[config.mk]
export PLATFORM = sky130hd
export DESIGN_NAME = sprite_fetch_scheduler_flat
export DESIGN_NICKNAME = d
export VERILOG_FILES = /design/src/rtl/sprite_sched_pkg.sv /design/src/rtl/sprite_fetch_scheduler_if.sv /design/src/rtl/sprite_hit_test.sv /design/src/rtl/sprite_fetch_scheduler.sv /design/src/flat_wrapper.sv
export SDC_FILE = /design/constraint.sdc
export NUM_CORES = 1
export LEC_CHECK = 0
export BUFFER_PORTS_ARGS = -buffer_cell sky130_fd_sc_hd__buf_4
export CAP_MARGIN = 0
export CORE_ASPECT_RATIO = 1.2
export CORE_MARGIN = 8
export CORE_UTILIZATION = 62
export DETAILED_ROUTE_END_ITERATION = 8
export PLACE_DENSITY = 0.81
export SYNTH_ARGS = -nofsm -noshare
export SYNTH_HDL_FRONTEND = slang
export SYNTH_HIERARCHICAL = 1
export SYNTH_SLANG_ARGS = --single-unit
[constraint.sdc]
create_clock -name vga_clk -period 9.7 [get_ports vga_clk]
set_input_delay 1.94 -clock vga_clk [delete_from_list [all_inputs] [get_ports vga_clk]]
set_output_delay 1.94 -clock vga_clk [all_outputs]
set_load 0.03 [all_outputs]
[src/rtl/sprite_sched_pkg.sv]
// Shared types, geometry constants and address helper for the sprite fetch scheduler.
package sprite_sched_pkg;

  localparam int unsigned NUM_SPRITES = 4;
  localparam int unsigned SPR_W       = 43;
  localparam int unsigned SPR_H       = 50;
  localparam int unsigned SPR_SIZE    = SPR_W * SPR_H;
  localparam int unsigned ADDR_W      = 14;
  localparam int unsigned IDX_W       = 9;
  localparam int unsigned ID_W        = $clog2(NUM_SPRITES);
  // Width of a local pixel offset inside one sprite (max(SPR_W, SPR_H) - 1 fits).
  localparam int unsigned OFF_W       = 6;

  localparam logic [IDX_W-1:0] TRANSP_IDX = '0;

  typedef struct packed {
    logic       en;
    logic [9:0] x;
    logic [9:0] y;
  } slot_t;

  typedef enum logic [0:0] {StRun, StCommit} state_e;

  // First ROM word of a slot's image; slots are stored back to back.
  function automatic logic [ADDR_W-1:0] base_addr(input logic [ID_W-1:0] id);
    return ADDR_W'(id) * ADDR_W'(SPR_SIZE);
  endfunction

endpackage

[src/rtl/sprite_fetch_scheduler_if.sv]
// Position-update handshake between game logic and the sprite fetch scheduler.
interface sprite_fetch_scheduler_if;
  import sprite_sched_pkg::*;

  logic            upd_valid;
  logic            upd_ready;
  logic [ID_W-1:0] upd_id;
  logic [9:0]      upd_x;
  logic [9:0]      upd_y;
  logic            upd_en;

  modport master (output upd_valid, upd_id, upd_x, upd_y, upd_en, input upd_ready);
  modport slave  (input upd_valid, upd_id, upd_x, upd_y, upd_en, output upd_ready);

endinterface

[src/rtl/sprite_hit_test.sv]
// Per-slot coverage test: does this sprite cover the current pixel, and at which local offset.
module sprite_hit_test
  import sprite_sched_pkg::*;
(
  input  slot_t            slot,
  input  logic [9:0]       DrawX,
  input  logic [9:0]       DrawY,
  input  logic             blank,
  output logic             hit,
  output logic [OFF_W-1:0] dx,
  output logic [OFF_W-1:0] dy
);

  logic [10:0] px, py, x_lo, y_lo, x_hi, y_hi;

  // Bounds are widened to 11 bits so a sprite near column 1023 cannot wrap onto column 0.
  always_comb begin
    px   = {1'b0, DrawX};
    py   = {1'b0, DrawY};
    x_lo = {1'b0, slot.x};
    y_lo = {1'b0, slot.y};
    x_hi = x_lo + 11'(SPR_W);
    y_hi = y_lo + 11'(SPR_H);
    hit  = slot.en & blank & (px >= x_lo) & (px < x_hi) & (py >= y_lo) & (py < y_hi);
    dx   = OFF_W'(DrawX - slot.x);
    dy   = OFF_W'(DrawY - slot.y);
  end

endmodule

[src/rtl/sprite_fetch_scheduler.sv]
// Shares one sprite ROM port among several sprites: shadow/active position registers,
// per-pixel priority hit test, and a 2-cycle fetch pipeline to the palette mux.
module sprite_fetch_scheduler
  import sprite_sched_pkg::*;
(
  input  logic                     vga_clk,
  input  logic                     reset_n,
  input  logic [9:0]               DrawX,
  input  logic [9:0]               DrawY,
  input  logic                     blank,
  input  logic                     frame_start,
  sprite_fetch_scheduler_if.slave  upd,
  output logic [ADDR_W-1:0]        rom_address,
  input  logic [IDX_W-1:0]         rom_q,
  output logic                     pix_hit,
  output logic [ID_W-1:0]          pix_id,
  output logic [IDX_W-1:0]         pix_index,
  output logic [15:0]              frame_cnt
);

  state_e state_q, state_d;
  logic   commit;
  logic   ready_q;
  logic   accept;

  slot_t shadow_q [NUM_SPRITES];
  slot_t active_q [NUM_SPRITES];

  logic [NUM_SPRITES-1:0] hit;
  logic [OFF_W-1:0]       dx [NUM_SPRITES];
  logic [OFF_W-1:0]       dy [NUM_SPRITES];

  logic              any_hit;
  logic [ID_W-1:0]   win_id;
  logic [OFF_W-1:0]  win_dx, win_dy;
  logic [ADDR_W-1:0] fetch_addr;
  logic              hit_d;
  logic [ID_W-1:0]   id_d;

  assign accept        = upd.upd_valid & ready_q;
  assign upd.upd_ready = ready_q;

  // Frame FSM next state; the commit fires on entry to StCommit, before same-cycle updates land.
  always_comb begin
    state_d = state_q;
    commit  = 1'b0;
    unique case (state_q)
      StRun: begin
        if (frame_start) begin
          state_d = StCommit;
          commit  = 1'b1;
        end
      end
      StCommit: state_d = StRun;
      default:  state_d = StRun;
    endcase
  end

  // FSM state, registered ready and committed-frame counter.
  always_ff @(posedge vga_clk or negedge reset_n) begin
    if (!reset_n) begin
      state_q   <= StRun;
      ready_q   <= 1'b0;
      frame_cnt <= '0;
    end else begin
      state_q <= state_d;
      ready_q <= (state_d == StRun);
      if (commit) frame_cnt <= frame_cnt + 16'd1;
    end
  end

  // Shadow writes from the update port; active copy taken atomically at commit.
  always_ff @(posedge vga_clk or negedge reset_n) begin
    if (!reset_n) begin
      for (int i = 0; i < NUM_SPRITES; i++) begin
        shadow_q[i] <= '0;
        active_q[i] <= '0;
      end
    end else begin
      // Ids outside the slot range match no slot, so the handshake completes with no write.
      for (int i = 0; i < NUM_SPRITES; i++) begin
        if (accept && (upd.upd_id == ID_W'(i))) begin
          shadow_q[i] <= '{en: upd.upd_en, x: upd.upd_x, y: upd.upd_y};
        end
        if (commit) active_q[i] <= shadow_q[i];
      end
    end
  end

  for (genvar g = 0; g < NUM_SPRITES; g++) begin : g_hit
    sprite_hit_test u_hit (
      .slot  (active_q[g]),
      .DrawX (DrawX),
      .DrawY (DrawY),
      .blank (blank),
      .hit   (hit[g]),
      .dx    (dx[g]),
      .dy    (dy[g])
    );
  end

  // Priority encoder: lowest-index hit wins, then form its ROM address.
  always_comb begin
    any_hit = |hit;
    win_id  = '0;
    win_dx  = '0;
    win_dy  = '0;
    for (int i = NUM_SPRITES - 1; i >= 0; i--) begin
      if (hit[i]) begin
        win_id = ID_W'(i);
        win_dx = dx[i];
        win_dy = dy[i];
      end
    end
    fetch_addr = base_addr(win_id) + ADDR_W'(win_dy) * ADDR_W'(SPR_W) + ADDR_W'(win_dx);
  end

  // Stage 1: ROM address and hit/id tags; address holds when nothing is hit.
  always_ff @(posedge vga_clk or negedge reset_n) begin
    if (!reset_n) begin
      rom_address <= '0;
      hit_d       <= 1'b0;
      id_d        <= '0;
    end else begin
      if (any_hit) rom_address <= fetch_addr;
      hit_d <= any_hit;
      id_d  <= win_id;
    end
  end

  // Stage 2: combine ROM data with the tags; transparent winner hides everything beneath.
  always_ff @(posedge vga_clk or negedge reset_n) begin
    if (!reset_n) begin
      pix_hit   <= 1'b0;
      pix_id    <= '0;
      pix_index <= '0;
    end else begin
      pix_hit   <= hit_d & (rom_q != TRANSP_IDX);
      pix_id    <= id_d;
      pix_index <= hit_d ? rom_q : '0;
    end
  end

endmodule

[src/flat_wrapper.sv]
// flat-port wrapper written by rule: the top's interface ports become plain ports
module sprite_fetch_scheduler_flat import sprite_sched_pkg::*;
  (vga_clk, reset_n, DrawX, DrawY, blank, frame_start, rom_address, rom_q, pix_hit, pix_id, pix_index, frame_cnt, upd_upd_valid, upd_upd_id, upd_upd_x, upd_upd_y, upd_upd_en, upd_upd_ready);
  sprite_fetch_scheduler_if upd_i ();
  input  logic vga_clk;
  input  logic reset_n;
  input  logic [9:0] DrawX;
  input  logic [9:0] DrawY;
  input  logic blank;
  input  logic frame_start;
  output logic [ADDR_W-1:0] rom_address;
  input  logic [IDX_W-1:0] rom_q;
  output logic pix_hit;
  output logic [ID_W-1:0] pix_id;
  output logic [IDX_W-1:0] pix_index;
  output logic [15:0] frame_cnt;
  input wire logic [$bits(upd_i.upd_valid)-1:0] upd_upd_valid;
  input wire logic [$bits(upd_i.upd_id)-1:0] upd_upd_id;
  input wire logic [$bits(upd_i.upd_x)-1:0] upd_upd_x;
  input wire logic [$bits(upd_i.upd_y)-1:0] upd_upd_y;
  input wire logic [$bits(upd_i.upd_en)-1:0] upd_upd_en;
  output wire logic [$bits(upd_i.upd_ready)-1:0] upd_upd_ready;
  assign upd_i.upd_valid = upd_upd_valid;
  assign upd_i.upd_id = upd_upd_id;
  assign upd_i.upd_x = upd_upd_x;
  assign upd_i.upd_y = upd_upd_y;
  assign upd_i.upd_en = upd_upd_en;
  assign upd_upd_ready = upd_i.upd_ready;
  sprite_fetch_scheduler u_core (.vga_clk(vga_clk), .reset_n(reset_n), .DrawX(DrawX), .DrawY(DrawY), .blank(blank), .frame_start(frame_start), .upd(upd_i), .rom_address(rom_address), .rom_q(rom_q), .pix_hit(pix_hit), .pix_id(pix_id), .pix_index(pix_index), .frame_cnt(frame_cnt));
endmodule
Word level (Yosys, flattened, before mapping)
Index checks and enable logic that the tools add are counted.

storage, ports and cells
  bits in registers = 215
  bits of input ports = 57

cells by class
  mux-type cells = 16
  reductions and logical operators = 7
  equality and inequality tests = 3
  bitwise gates (word level) = 24
  add/subtract/negate cells = 19
  $mul = 2
  order comparisons = 16

operators with widths
  operator                                             number
  adder 10 x 6 -> 11 bit, second input constant        8
  < comparator 10 x 11 -> 1 bit                        8
  greater-or-equal comparator 10 bit                   8
  2-to-1 mux 6 bit                                     8
  subtractor 6 bit                                     8
  bitwise AND 1 bit                                    22
  adder 16 x 1 -> 16 bit, second input constant        1
  adder 14 x 12 -> 14 bit                              1
  adder 14 x 6 -> 14 bit                               1
  multiplier 2 x 11 -> 13 bit, second input constant   1
  multiplier 6 x 6 -> 12 bit, second input constant    1
  2-to-1 mux 9 bit                                     1
  nonzero test 9 bit                                   1
  2-to-1 mux 2 bit                                     4
  equality test 2 bit, second input constant           2
  logical AND 1 bit                                    4
  OR reduction 4 bit                                   1
  equality test 2 x 1 -> 1 bit, second input constant  1
  logical NOT 2 bit                                    1
  2-to-1 mux 1 bit                                     2
  inverter 1 bit                                       2
  one-hot mux 1 bit (2 select lines)                   1

Longest topological paths before layout
Gate-level depths: netlist of the first run.

  word-level depth = 12
  depth in mapped cells = 32
  depth with buffers taken out = 31

By module
Netlist of the first run, hierarchy kept.

modules (own cells, without submodules)
  module                                        cells each  area an instance (um2)  times used  sequential area each (um2)
  sprite_fetch_scheduler                        897         9644.2                  1           5380.2
  sprite_hit_test at u_core.g_hit[1].u_hit ...  187         1395.1                  2           0.0
  sprite_hit_test at u_core.g_hit[0].u_hit      187         1388.8                  1           0.0
  sprite_hit_test at u_core.g_hit[3].u_hit      175         1353.8                  1           0.0

Least setup slack after synthesis of the first run
Ideal clock, no wire load.

  kind = input to register
  start point = in DrawX[0]
  end point = reg u_core.rom_address[12]
  path buffers = 1
  data required time = 9580 ps
  setup time = 120 ps
  cell stages on the path = 28
  arrival time = 7831 ps
  path slack = 1749 ps
  cells stage by stage = inv_1 > ha_1 > fa_1 > nor2b_1 > o21ai_1 > nor4bb_1 > o311a_1 > nor4_2 > nor2b_1 > buf_2 > a22oi_1 > nor2_1 > a21oi_1 > o21ai_0 > ha_1 > inv_1 > fa_1 > inv_1 > fa_1 > inv_1 > fa_1 > inv_1 > ha_1 > o211ai_1 > a21oi_2 > nor2_1 > or4_1 > and3_1

on the way
  elaborated cells on any way between the ends = 45
  those cells by class = add/sub (6); mul (2); order compare (8); mux (12); bitwise (16); reduce/logical (1)

RTL lines
  item                                                                              line                                                   RTL
  from (decl)                                                                       flat_wrapper.sv:7                                      input logic [9:0] DrawX;
  greater-or-equal comparator 10 bit                                                sprite_hit_test.sv:24                                  hit = slot.en & blank & (px >= x_lo) & (px < x_hi) & (py >= y_lo) & (py < y_hi);
  bitwise AND 1 bit                                                                 sprite_hit_test.sv:24
  bitwise AND 1 bit (*) (3 in series)                                               sprite_hit_test.sv:24
  via u_core.hit[2]                                                                 sprite_fetch_scheduler.sv:29                           logic [NUM_SPRITES-1:0] hit;
  2-to-1 mux 2 bit / 2-to-1 mux 6 bit (equally long branches) (3 in series)         sprite_fetch_scheduler.sv:109                          if (hit[i]) begin
  multiplier 2 x 11 -> 13 bit / multiplier 6 x 6 -> 12 bit (equally long branches)  sprite_sched_pkg.sv:26, sprite_fetch_scheduler.sv:115
  adder 14 x 12 -> 14 bit                                                           sprite_fetch_scheduler.sv:115                          fetch_addr = base_addr(win_id) + ADDR_W'(win_dy) * ADDR_W'(SPR_W) + ADDR_W'(win_dx);
  adder 14 x 6 -> 14 bit                                                            sprite_fetch_scheduler.sv:115
  to (signal assigned)                                                              sprite_fetch_scheduler.sv:125                          if (any_hit) rom_address <= fetch_addr;
  to (decl)                                                                         sprite_fetch_scheduler.sv:13                           output logic [ADDR_W-1:0] rom_address,

The timed path passes the listed nets; every way through them passes the cells marked *.
A chain may end at the register's enable or synchronous reset.

Worst setup path after layout of the first run
  start point = in DrawY[0]
  end point = reg u_core.rom_address[13]

on the way
  word-level cells in the longest chain between the ends = 10
  elaborated cells on any way between the ends = 37
  those cells by class = add/sub (6); mul (2); order compare (8); mux (12); bitwise (8); reduce/logical (1)

RTL lines
  item                                                                              line                                                   RTL
  from (decl)                                                                       flat_wrapper.sv:8                                      input logic [9:0] DrawY;
  greater-or-equal comparator 10 bit                                                sprite_hit_test.sv:24
  bitwise AND 1 bit                                                                 sprite_hit_test.sv:24
  bitwise AND 1 bit (*)                                                             sprite_hit_test.sv:24
  via u_core.hit[3]                                                                 sprite_fetch_scheduler.sv:29
  2-to-1 mux 2 bit / 2-to-1 mux 6 bit (equally long branches) (4 in series)         sprite_fetch_scheduler.sv:109
  multiplier 2 x 11 -> 13 bit / multiplier 6 x 6 -> 12 bit (equally long branches)  sprite_sched_pkg.sv:26, sprite_fetch_scheduler.sv:115
  adder 14 x 12 -> 14 bit                                                           sprite_fetch_scheduler.sv:115
  adder 14 x 6 -> 14 bit                                                            sprite_fetch_scheduler.sv:115

Marked as above.

==> out/qor.csv, run 1 <==
stage,metric,value,unit
sta,clock skew,0.0119,ns
sta,relative slew slack,0.235,
routing,DRT antenna net count,0,
final_layout,final instance count without filler cells,2066,
critical_path,largest stage delay on the critical path,0.77,ns
clocking,Clock transition at path regs,0.05,ns
routing,Iteration-0 DRC Markers,747,
placed_design,Post-DP HPWL,27400,um
sta,final number of hold-violating endpoints,0,
sta,worst slew pin tran,1.15,ns
final_layout,multi-input logic area,9040,um^2
power_and_ir_drop,switching pwr,1.44,mW
final_layout,Layout Nets,2018,
final_layout,layout overhead on the synthesized area,12.3,%
power_and_ir_drop,clock power share,0.237,
logic_synthesis,Yosys cell types,62,
critical_path,critical path's slowest cell,nor2b_1,
final_layout,Sequential cell area,5380,um^2
critical_path,worst path required time,10.14,ns
clocking,cts bufs inserted,23,
grt,GRT Overall Usage,0.243,
floorplanning,Die Area,29800,um^2
routing,drt pass-1 iters,5,
sta,unrepaired setup endpoints after global routing,false,
power_and_ir_drop,total design power,3.74,mW
worst_hold_path,worst min path class,flop to flop,
clocking,# clock sinks,215,
power_and_ir_drop,sequential power share,0.347,
sta,Tmin final,8.56,ns
logic_synthesis,Post-synth top flop,dfrtp_1,
grt,gr ovfl total,0,
sta,"Period Utilization, post-route",0.882,
routing,vias per cell,5.81,
final_layout,diode count,0,
power_and_ir_drop,Comb power frac,0.416,
final_layout,layout filler cell count,1781,
grt,largest net degree at the start of global routing,103,
logic_synthesis,"FFs w/ async S/R, synth",1.00,
clocking,"Setup Fix Bufs, Post-CTS",0,
clocking,cts hold-fix bufs,0,
logic_synthesis,Yosys reg bits,215,
placed_design,Setup WS pre-CTS,0.669,ns
critical_path,crit end category,flop,
logic_synthesis,syn_area_per_cell,9.29,um^2
critical_path,crit path kind,input pin to flop,
sta,setup ws final,1.14,ns
grt,vias in the first global route,12400,
floorplanning,Initial Utilization,0.633,
critical_path,CP Max Fanout,13,
routing,vias,12000,
sta,fmax,117,MHz
logic_synthesis,Ys Warns,6,
logic_synthesis,"EDFF count, synth",0,
sta,Setup-failing EPs final,0,
power_and_ir_drop,maximum vdd drop,0.219,mV
clocking,post-cts repair resize count,0,
final_layout,layout cells sized above 1,0.145,
logic_synthesis,Yosys top cell area share,0.354,
grt,global-route wire length before repair,60600,um
logic_synthesis,Syn Nets,1921,
routing,"wirelength, routed",36700,um
clocking,clock root buffer,clkbuf_16,
grt,antenna violations before repair,0,
status,status,completed,
placed_design,GPL Wtd Cong,0.909,
clocking,CTS tree,built,
critical_path,critical path launch point type,input pin,
power_and_ir_drop,pwr dens,220,nW/um^2
routing,DR WL/cell,17.7,um
power_and_ir_drop,Switching Fraction,0.386,
clocking,H-tree level count,1,
logic_synthesis,post-synth top area cell,dfrtp_1,
routing,Residual DRC,0,
floorplanning,die span in y,187,um
clocking,Clock Path Buffers,3,
critical_path,cell mode on critical path,inv_1,
sta,fin. max-slew vios,0,
power_and_ir_drop,Internal,2.30,mW
floorplanning,die width,159,um
floorplanning,Std-Cell Core Area,24000,um^2
sta,setup TNS,0,ns
job,max_cap viols,0,
critical_path,Arrival @ worst endpoint,9.00,ns
logic_synthesis,Mapped Cells,1633,
floorplanning,# IOs,100,
placed_design,placed cell count,2025,
logic_synthesis,sequential-to-total area share from yosys stat,0.354,
logic_synthesis,Post-Syn Area,15200,um^2
placed_design,I/O Buffers,99,
logic_synthesis,synth top area cells,"dfrtp_1, ha_1, nand2_1, mux2_2, xnor2_1",
power_and_ir_drop,Pleak,8.49,nW
clocking,clk_lat worst skew,0.51,ns
floorplanning,Rows,62,
placed cells by master, fill, tap and decap left out, types with 12 or more instances in the layout:
master,n
mux2_2,84
o21a_1,15
dfrtp_1,215
nor2b_1,39
a21oi_1,68
nand4_1,22
o21ai_1,14
o211ai_1,17
nor2_1,58
xor2_1,12
nand2_1,329
inv_1,159
nand3_1,26
xnor2_1,89
clkbuf_16,23
nor3_1,20
ha_1,206
o21ai_0,45
buf_4,109
fa_1,25
worst max-delay path: cells and delay by family:
| kind | cells | cell delay [ns] |
|---|---|---|
| and+or+nand+nor | 4 | 1.23 |
| AOI/OAI and AO/OA | 12 | 2.69 |
| adders and majority gates | 7 | 2.76 |
| buffers and inverters | 6 | 0.35 |
path summary, 6_finish.rpt:
path	startpoint	endpoint	slack (ns)	depth (start not counted)
max in group asynchronous	reset_n	u_core/active_q[76]	6.18	3
min	u_core/id_d[0]	u_core/pix_id[0]	0.35	0
max	DrawY[0]	u_core/rom_address[13]	1.14	29
max reg2reg	u_core/active_q[31]	u_core/rom_address[13]	1.49	32
min reg2reg	u_core/id_d[0]	u_core/pix_id[0]	0.35	0
min in group asynchronous	reset_n	u_core/rom_address[8]	1.51	1
flip-flops by register name, summed over array words and instances, names as in the netlist:
signal and count:
u_core/state_q 1, u_core/active_q 84, u_core/frame_cnt 16, u_core/id_d 2, u_core/pix_id 2, u_core/upd.upd_ready 1, u_core/hit_d 1, u_core/shadow_q 84
u_core/pix_index 9, u_core/rom_address 14, u_core/pix_hit 1
cell families after synthesis:
| logic type | Yosys count | synth area share |
|---|---|---|
| flops | 215 | 0.354 |
| xor+xnor | 101 | 0.0583 |
| compound gates | 234 | 0.0983 |
| fa+ha+maj | 231 | 0.203 |
| buf+inv | 203 | 0.0513 |
| simple gates | 562 | 0.171 |
| mux | 87 | 0.0643 |
final cells by class:
| class | instances | area share |
|---|---|---|
| timing repair buffer | 110 | 0.0488 |
| sequential | 215 | 0.316 |
| inverter | 165 | 0.0363 |
| clock buffer | 31 | 0.0379 |
| tap | 320 | 0.0235 |
| multi-input combinational | 1215 | 0.531 |
| clock inverter | 10 | 0.00719 |
per-stage QoR:
| stage | hold slack (ns) | instance area [um^2] | utilization |
|---|---|---|---|
| floorplan | 0.331 | 15200 | - |
| global placement | 0.332 | 16300 | 0.679 |
| detailed placement | 0.339 | 16300 | 0.679 |
| CTS | 0.354 | 17000 | 0.711 |
| global route | 0.360 | 17000 | 0.711 |
| finish | 0.351 | 17000 | 0.711 |
routing by layer:
metal	GRT usage	vias to the layer above	routed length (um)
met5	0	-	0
met4	0.0913	0	1250
met3	0.0390	79	2230
met2	0.418	363	17800
met1	0.301	5837	15400
li1	-	5732	-
cell usage after synthesis (all sizes together), types with 9 or more instances:
cell type,n
a2111oi,10
a21o,12
a21oi,69
and2,9
buf,19
clkbuf,19
dfrtp,215
fa,25
ha,206
inv,164
mux2,84
nand2,329
nand2b,12
nand3,26
nand4,22
nor2,58
nor2b,39
nor3,22
o211ai,17
o21a,16
o21ai,60
xnor2,89
xor2,12
power by group through the flow:
stage | logic (mW) | registers (mW) | clock network [mW]
final | 1.56 | 1.30 | 0.887
after global routing | 1.75 | 1.33 | 0.943
after CTS | 1.55 | 1.29 | 0.904
after detailed placement | 1.53 | 1.30 | 0
after global placement | 1.47 | 1.29 | 0
after floorplan | 1.04 | 1.33 | 0
No activity file was read; power rests on OpenSTA's default activity.
==> run 2: changes to the inputs <==
- CORE_UTILIZATION: 62 -> 63
- CTS_BUF_LIST: not set -> sky130_fd_sc_hd__clkbuf_4
- HOLD_SLACK_MARGIN: not set -> 0.06
- PLACE_DENSITY: 0.81 -> 0.82
==> run 2 against run 1 <==
Core utilization fell by 0.21 points. Combinational power is essentially flat. Critical endpoint unchanged. Non-clock buffer count stayed put. Count of clock-buffer cells in the layout increased by 44. Sequential share of layout area up 0.30 points. Final area shrank 0.94%.
==> out/qor.csv, run 2 (synthesis results as in run 1) <==
stage,metric,value,unit
status,status,completed,
grt,antenna violations before repair,1,
power_and_ir_drop,maximum vdd drop,0.190,mV
clocking,Clock Path Buffers,3,
final_layout,final instance area,16900,um^2
power_and_ir_drop,sequential power share,0.366,
sta,setup TNS,0,ns
power_and_ir_drop,Comb power frac,0.438,
routing,vias,12100,
critical_path,crit path kind,input pin to flop,
placed_design,I/O Buffers,99,
sta,fin. max-slew vios,0,
routing,DRT antenna net count,0,
sta,"Period Utilization, post-route",0.804,
sta,final number of hold-violating endpoints,0,
placed_design,placed cell count,2025,
routing,Iteration-0 DRC Markers,743,
power_and_ir_drop,Pleak,8.48,nW
routing,Residual DRC,0,
clocking,Clock transition at path regs,0.08,ns
routing,drt pass-1 iters,5,
clocking,"Setup Fix Bufs, Post-CTS",0,
floorplanning,Initial Utilization,0.637,
critical_path,Arrival @ worst endpoint,8.39,ns
clocking,clk_lat worst skew,0.67,ns
sta,Tmin final,7.80,ns
placed_design,Area after DPL,16300,um^2
grt,largest net degree at the start of global routing,109,
final_layout,final instance count without filler cells,2109,
grt,gr ovfl total,0,
worst_hold_path,worst min path class,flop to flop,
clocking,CTS tree,built,
sta,worst slew pin tran,1.15,ns
clocking,clock root buffer,clkbuf_4,
final_layout,multi-input logic area,9040,um^2
critical_path,critical path launch point type,input pin,
power_and_ir_drop,switching pwr,1.41,mW
floorplanning,Rows,62,
critical_path,cell mode on critical path,inv_1,
floorplanning,die width,158,um
floorplanning,# IOs,100,
sta,clock skew,0.0337,ns
final_layout,"most common cell after layout, fill and taps aside",nand2_1,
clocking,post-cts repair resize count,0,
critical_path,largest stage delay on the critical path,0.54,ns
grt,global-route wire length before repair,59000,um
floorplanning,Std-Cell Core Area,23800,um^2
clocking,cts hold-fix bufs,0,
placed_design,GPL Wtd Cong,0.902,
final_layout,Sequential cell area,5380,um^2
clocking,H-tree level count,2,
power_and_ir_drop,Internal,2.12,mW
sta,relative slew slack,0.231,
power_and_ir_drop,Switching Fraction,0.399,
placed_design,Post-DP HPWL,27700,um
sta,fmax,128,MHz
critical_path,crit end category,flop,
final_layout,top flop regs,"u_core/active_q: 84 flops, u_core/shadow_q: 84 flops, u_core/frame_cnt: 16 flops",
clocking,cts bufs inserted,51,
floorplanning,die span in y,186,um
grt,vias in the first global route,12500,
job,max_cap viols,0,
critical_path,critical path's slowest cell,fa_1,
power_and_ir_drop,clock power share,0.196,
sta,unrepaired setup endpoints after global routing,false,
critical_path,CP Max Fanout,13,
power_and_ir_drop,pwr dens,209,nW/um^2
final_layout,layout overhead on the synthesized area,11.2,%
grt,GRT Overall Usage,0.249,
sta,Setup-failing EPs final,0,
final_layout,Layout Nets,2046,
final_layout,most frequent cells in the layout,"nand2_1, dfrtp_1, ha_1, inv_1, buf_4",
routing,vias per cell,5.75,
floorplanning,Die Area,29300,um^2
clocking,# clock sinks,215,
routing,"wirelength, routed",35700,um
final_layout,layout cells sized above 1,0.165,
routing,DR WL/cell,16.9,um
critical_path,worst path required time,10.30,ns
final_layout,layout filler cell count,1795,
==> run 2: cell types whose count changed in the layout (fill, tap and decap cells not counted), sizes merged <==
cell and delta:
bufinv -2, clkbuf +44, clkinv +3, clkinvlp -1, diode +1, inv -2
==> run 2: layout make-up <==
| class | instances | area share |
|---|---|---|
| diodes | 1 | 0.000148 |
| clock buffers | 75 | 0.0333 |
| clock inverters | 8 | 0.00252 |
| inverters | 165 | 0.0367 |
| multi-input cells | 1215 | 0.536 |
| flip-flops and latches | 215 | 0.319 |
| well taps | 320 | 0.0237 |
| repair buffers | 110 | 0.0493 |
==> run 2: power by group through the flow <==
stage / Clock (mW) / Combinational, mW / Sequential [mW]
6_report: 0.693 / 1.55 / 1.29
5_1_grt: 0.762 / 1.73 / 1.32
4_1_cts: 0.718 / 1.54 / 1.29
3_5_place_dp: 0 / 1.53 / 1.30
3_3_place_gp: 0 / 1.46 / 1.29
2_1_floorplan: 0 / 1.04 / 1.33
==> run 2: worst max-delay path, delay by kind of cell <==
| kind | cells | cell delay [ns] |
|---|---|---|
| adders and majority gates | 7 | 2.79 |
| buffers and inverters | 7 | 0.54 |
| AOI/OAI and AO/OA | 12 | 2.60 |
| and+or+nand+nor | 4 | 0.53 |
==> run 2: metal layers <==
| layer | vias up | track usage | wire length, um |
|---|---|---|---|
| met5 | - | 0 | 0 |
| met4 | 0 | 0.115 | 1260 |
| met3 | 94 | 0.0462 | 2170 |
| met2 | 376 | 0.423 | 17400 |
| met1 | 5830 | 0.302 | 14900 |
| li1 | 5831 | - | - |
==> run 2: stage by stage <==
| step | utilization | power (mW) | worst slack (ns) | hold slack (ns) |
|---|---|---|---|---|
| 2_1_floorplan | - | 2.36 | 1.75 | 0.331 |
| 3_3_place_gp | 0.683 | 2.75 | 1.51 | 0.336 |
| 3_5_place_dp | 0.683 | 2.83 | 1.24 | 0.336 |
| 4_1_cts | 0.709 | 3.55 | 1.94 | 0.341 |
| 5_1_grt | 0.709 | 3.81 | 1.53 | 0.356 |
| 6_report | 0.709 | 3.54 | 1.90 | 0.337 |
==> run 2: worst paths after layout <==
path / startpoint / endpoint / slack, ns / depth (start not counted)
max: DrawY[0] / u_core/rom_address[13] / 1.90 / 30
min: u_core/id_d[0] / u_core/pix_id[0] / 0.34 / 0
max reg2reg: u_core/active_q[31] / u_core/rom_address[13] / 2.02 / 33
min reg2reg: u_core/id_d[0] / u_core/pix_id[0] / 0.34 / 0
max in group asynchronous: reset_n / u_core/active_q[78] / 6.79 / 2
min in group asynchronous: reset_n / u_core/active_q[42] / 1.36 / 1
==> run 3: changes to the inputs <==
- clock period: 9.7 -> 7.5 ns (I/O delays scaled with it)
==> run 3 against run 2 <==
Register-to-register slack got worse by 1.6 ns. Combinational power rose by 34%. Core utilization rose by 1.6 points.
==> out/qor.csv, run 3 (synthesis results as in run 1) <==
stage,metric,value,unit
status,status,completed,
final_layout,final instance area,17300,um^2
sta,fmax,141,MHz
critical_path,crit path kind,flop to flop,
clocking,# clock sinks,215,
sta,unrepaired setup endpoints after global routing,false,
floorplanning,Initial Utilization,0.637,
sta,fin. max-slew vios,0,
clocking,CTS tree,built,
routing,vias per cell,5.69,
routing,"wirelength, routed",37000,um
floorplanning,die span in y,186,um
power_and_ir_drop,Pleak,8.72,nW
final_layout,"most common cell after layout, fill and taps aside",nand2_1,
grt,global-route wire length before repair,61100,um
placed_design,Area after DPL,16600,um^2
routing,drt pass-1 iters,5,
grt,gr ovfl total,0,
routing,DR WL/cell,17.2,um
critical_path,worst path required time,8.07,ns
placed_design,I/O Buffers,99,
grt,GRT Overall Usage,0.261,
critical_path,largest stage delay on the critical path,0.52,ns
sta,relative slew slack,0.217,
sta,worst slew pin tran,1.17,ns
worst_hold_path,worst min path class,flop to flop,
floorplanning,die width,158,um
grt,antenna violations before repair,1,
job,max_cap viols,0,
final_layout,top flop regs,"u_core/active_q: 84 flops, u_core/shadow_q: 84 flops, u_core/frame_cnt: 16 flops",
clocking,H-tree level count,2,
final_layout,layout cells sized above 1,0.184,
clocking,Clock transition at path regs,0.06,ns
floorplanning,Rows,62,
routing,vias,12300,
routing,Iteration-0 DRC Markers,797,
final_layout,most frequent cells in the layout,"nand2_1, dfrtp_1, ha_1, inv_1, buf_4",
clocking,Clock Path Buffers,3,
sta,Tmin final,7.11,ns
floorplanning,Std-Cell Core Area,23800,um^2
power_and_ir_drop,pwr dens,273,nW/um^2
sta,Setup-failing EPs final,0,
placed_design,GPL Wtd Cong,0.918,
final_layout,layout overhead on the synthesized area,13.8,%
final_layout,Layout Nets,2086,
critical_path,crit end category,flop,
critical_path,Arrival @ worst endpoint,7.68,ns
placed_design,Post-DP HPWL,28100,um
grt,largest net degree at the start of global routing,86,
power_and_ir_drop,maximum vdd drop,0.226,mV
routing,Residual DRC,0,
sta,final number of hold-violating endpoints,0,
floorplanning,# IOs,100,
clocking,cts bufs inserted,52,
critical_path,CP Max Fanout,14,
routing,DRT antenna net count,0,
clocking,clock root buffer,clkbuf_4,
critical_path,critical path's slowest cell,fa_1,
clocking,clk_lat worst skew,0.69,ns
power_and_ir_drop,total design power,4.72,mW
floorplanning,Die Area,29300,um^2
sta,clock skew,0.0516,ns
critical_path,critical path launch point type,flop,
sta,"Period Utilization, post-route",0.948,
clocking,cts hold-fix bufs,0,
grt,vias in the first global route,12700,
[run 3: repair_timing]
item,4_1_cts,5_1_grt
hold endpoints to repair,0,0
setup endpoints to repair,0,4
buffers inserted,0,3
gates resized for setup,0,5
[run 3: final timing paths]
path | endpoint | from | depth (start not counted) | slack (ns)
setup reg to reg | u_core/rom_address[12] | u_core/active_q[31] | 32 | 0.39
max in group asynchronous | u_core/active_q[79] | reset_n | 2 | 5.27
min in group asynchronous | u_core/active_q[42] | reset_n | 1 | 0.79
setup / recovery | u_core/rom_address[12] | u_core/active_q[31] | 32 | 0.39
hold reg to reg | u_core/pix_id[0] | u_core/id_d[0] | 0 | 0.35
hold / removal | u_core/pix_id[0] | u_core/id_d[0] | 0 | 0.35
[run 3: worst max-delay path: cells and delay by family, from the launching register on]
kind,cells,cell delay (ns)
and+or+nand+nor,8,1.54
xor gates and xnor gates,1,0.15
AOI/OAI and AO/OA,9,1.65
DFF,1,0.40
adders and majority gates,7,2.43
buffers and inverters,7,0.87
[run 3: per-stage QoR]
| step | setup WS (ns) | cells | util | TNS [ns] | hold slack (ns) |
|---|---|---|---|---|---|
| detailed placement | -0.155 | 2061 | 0.695 | -0.303 | 0.340 |
| CTS | 0.331 | 2153 | 0.723 | 0 | 0.354 |
| finish | 0.387 | 2157 | 0.725 | 0 | 0.351 |
| global route | 0.0468 | 2157 | 0.725 | 0 | 0.357 |
| floorplan | 0.0852 | 1633 | - | 0 | 0.331 |
| global placement | -0.0221 | 2061 | 0.695 | -0.0221 | 0.334 |
[run 3: area by class of cell]
class	instances	area, um^2
Antenna cell	1	2.50
Clock buffer	77	578
Clock inverter	15	92.6
Fill cell	1749	6550
Inverter	165	621
Multi-Input combinational cell	1215	9070
Sequential cell	215	5380
Tap cell	320	400
Timing Repair Buffer	149	1130
[run 3: per-layer routing]
layer / GRT usage / up-vias / part of all wire / wire length, um
met5: 0 / - / 0 / 0
met4: 0.118 / 0 / 0.038 / 1390
met3: 0.0420 / 95 / 0.055 / 2020
met2: 0.445 / 334 / 0.48 / 17900
met1: 0.319 / 5918 / 0.42 / 15700
li1: - / 5931 / - / -
[run 3: where the power goes]
part | internal (mW) | switching (mW) | leakage (nW)
combinational | 0.911 | 1.17 | 5.65
clock | 0.505 | 0.470 | 0.396
sequential | 1.43 | 0.238 | 2.67
total | 2.84 | 1.87 | 8.72
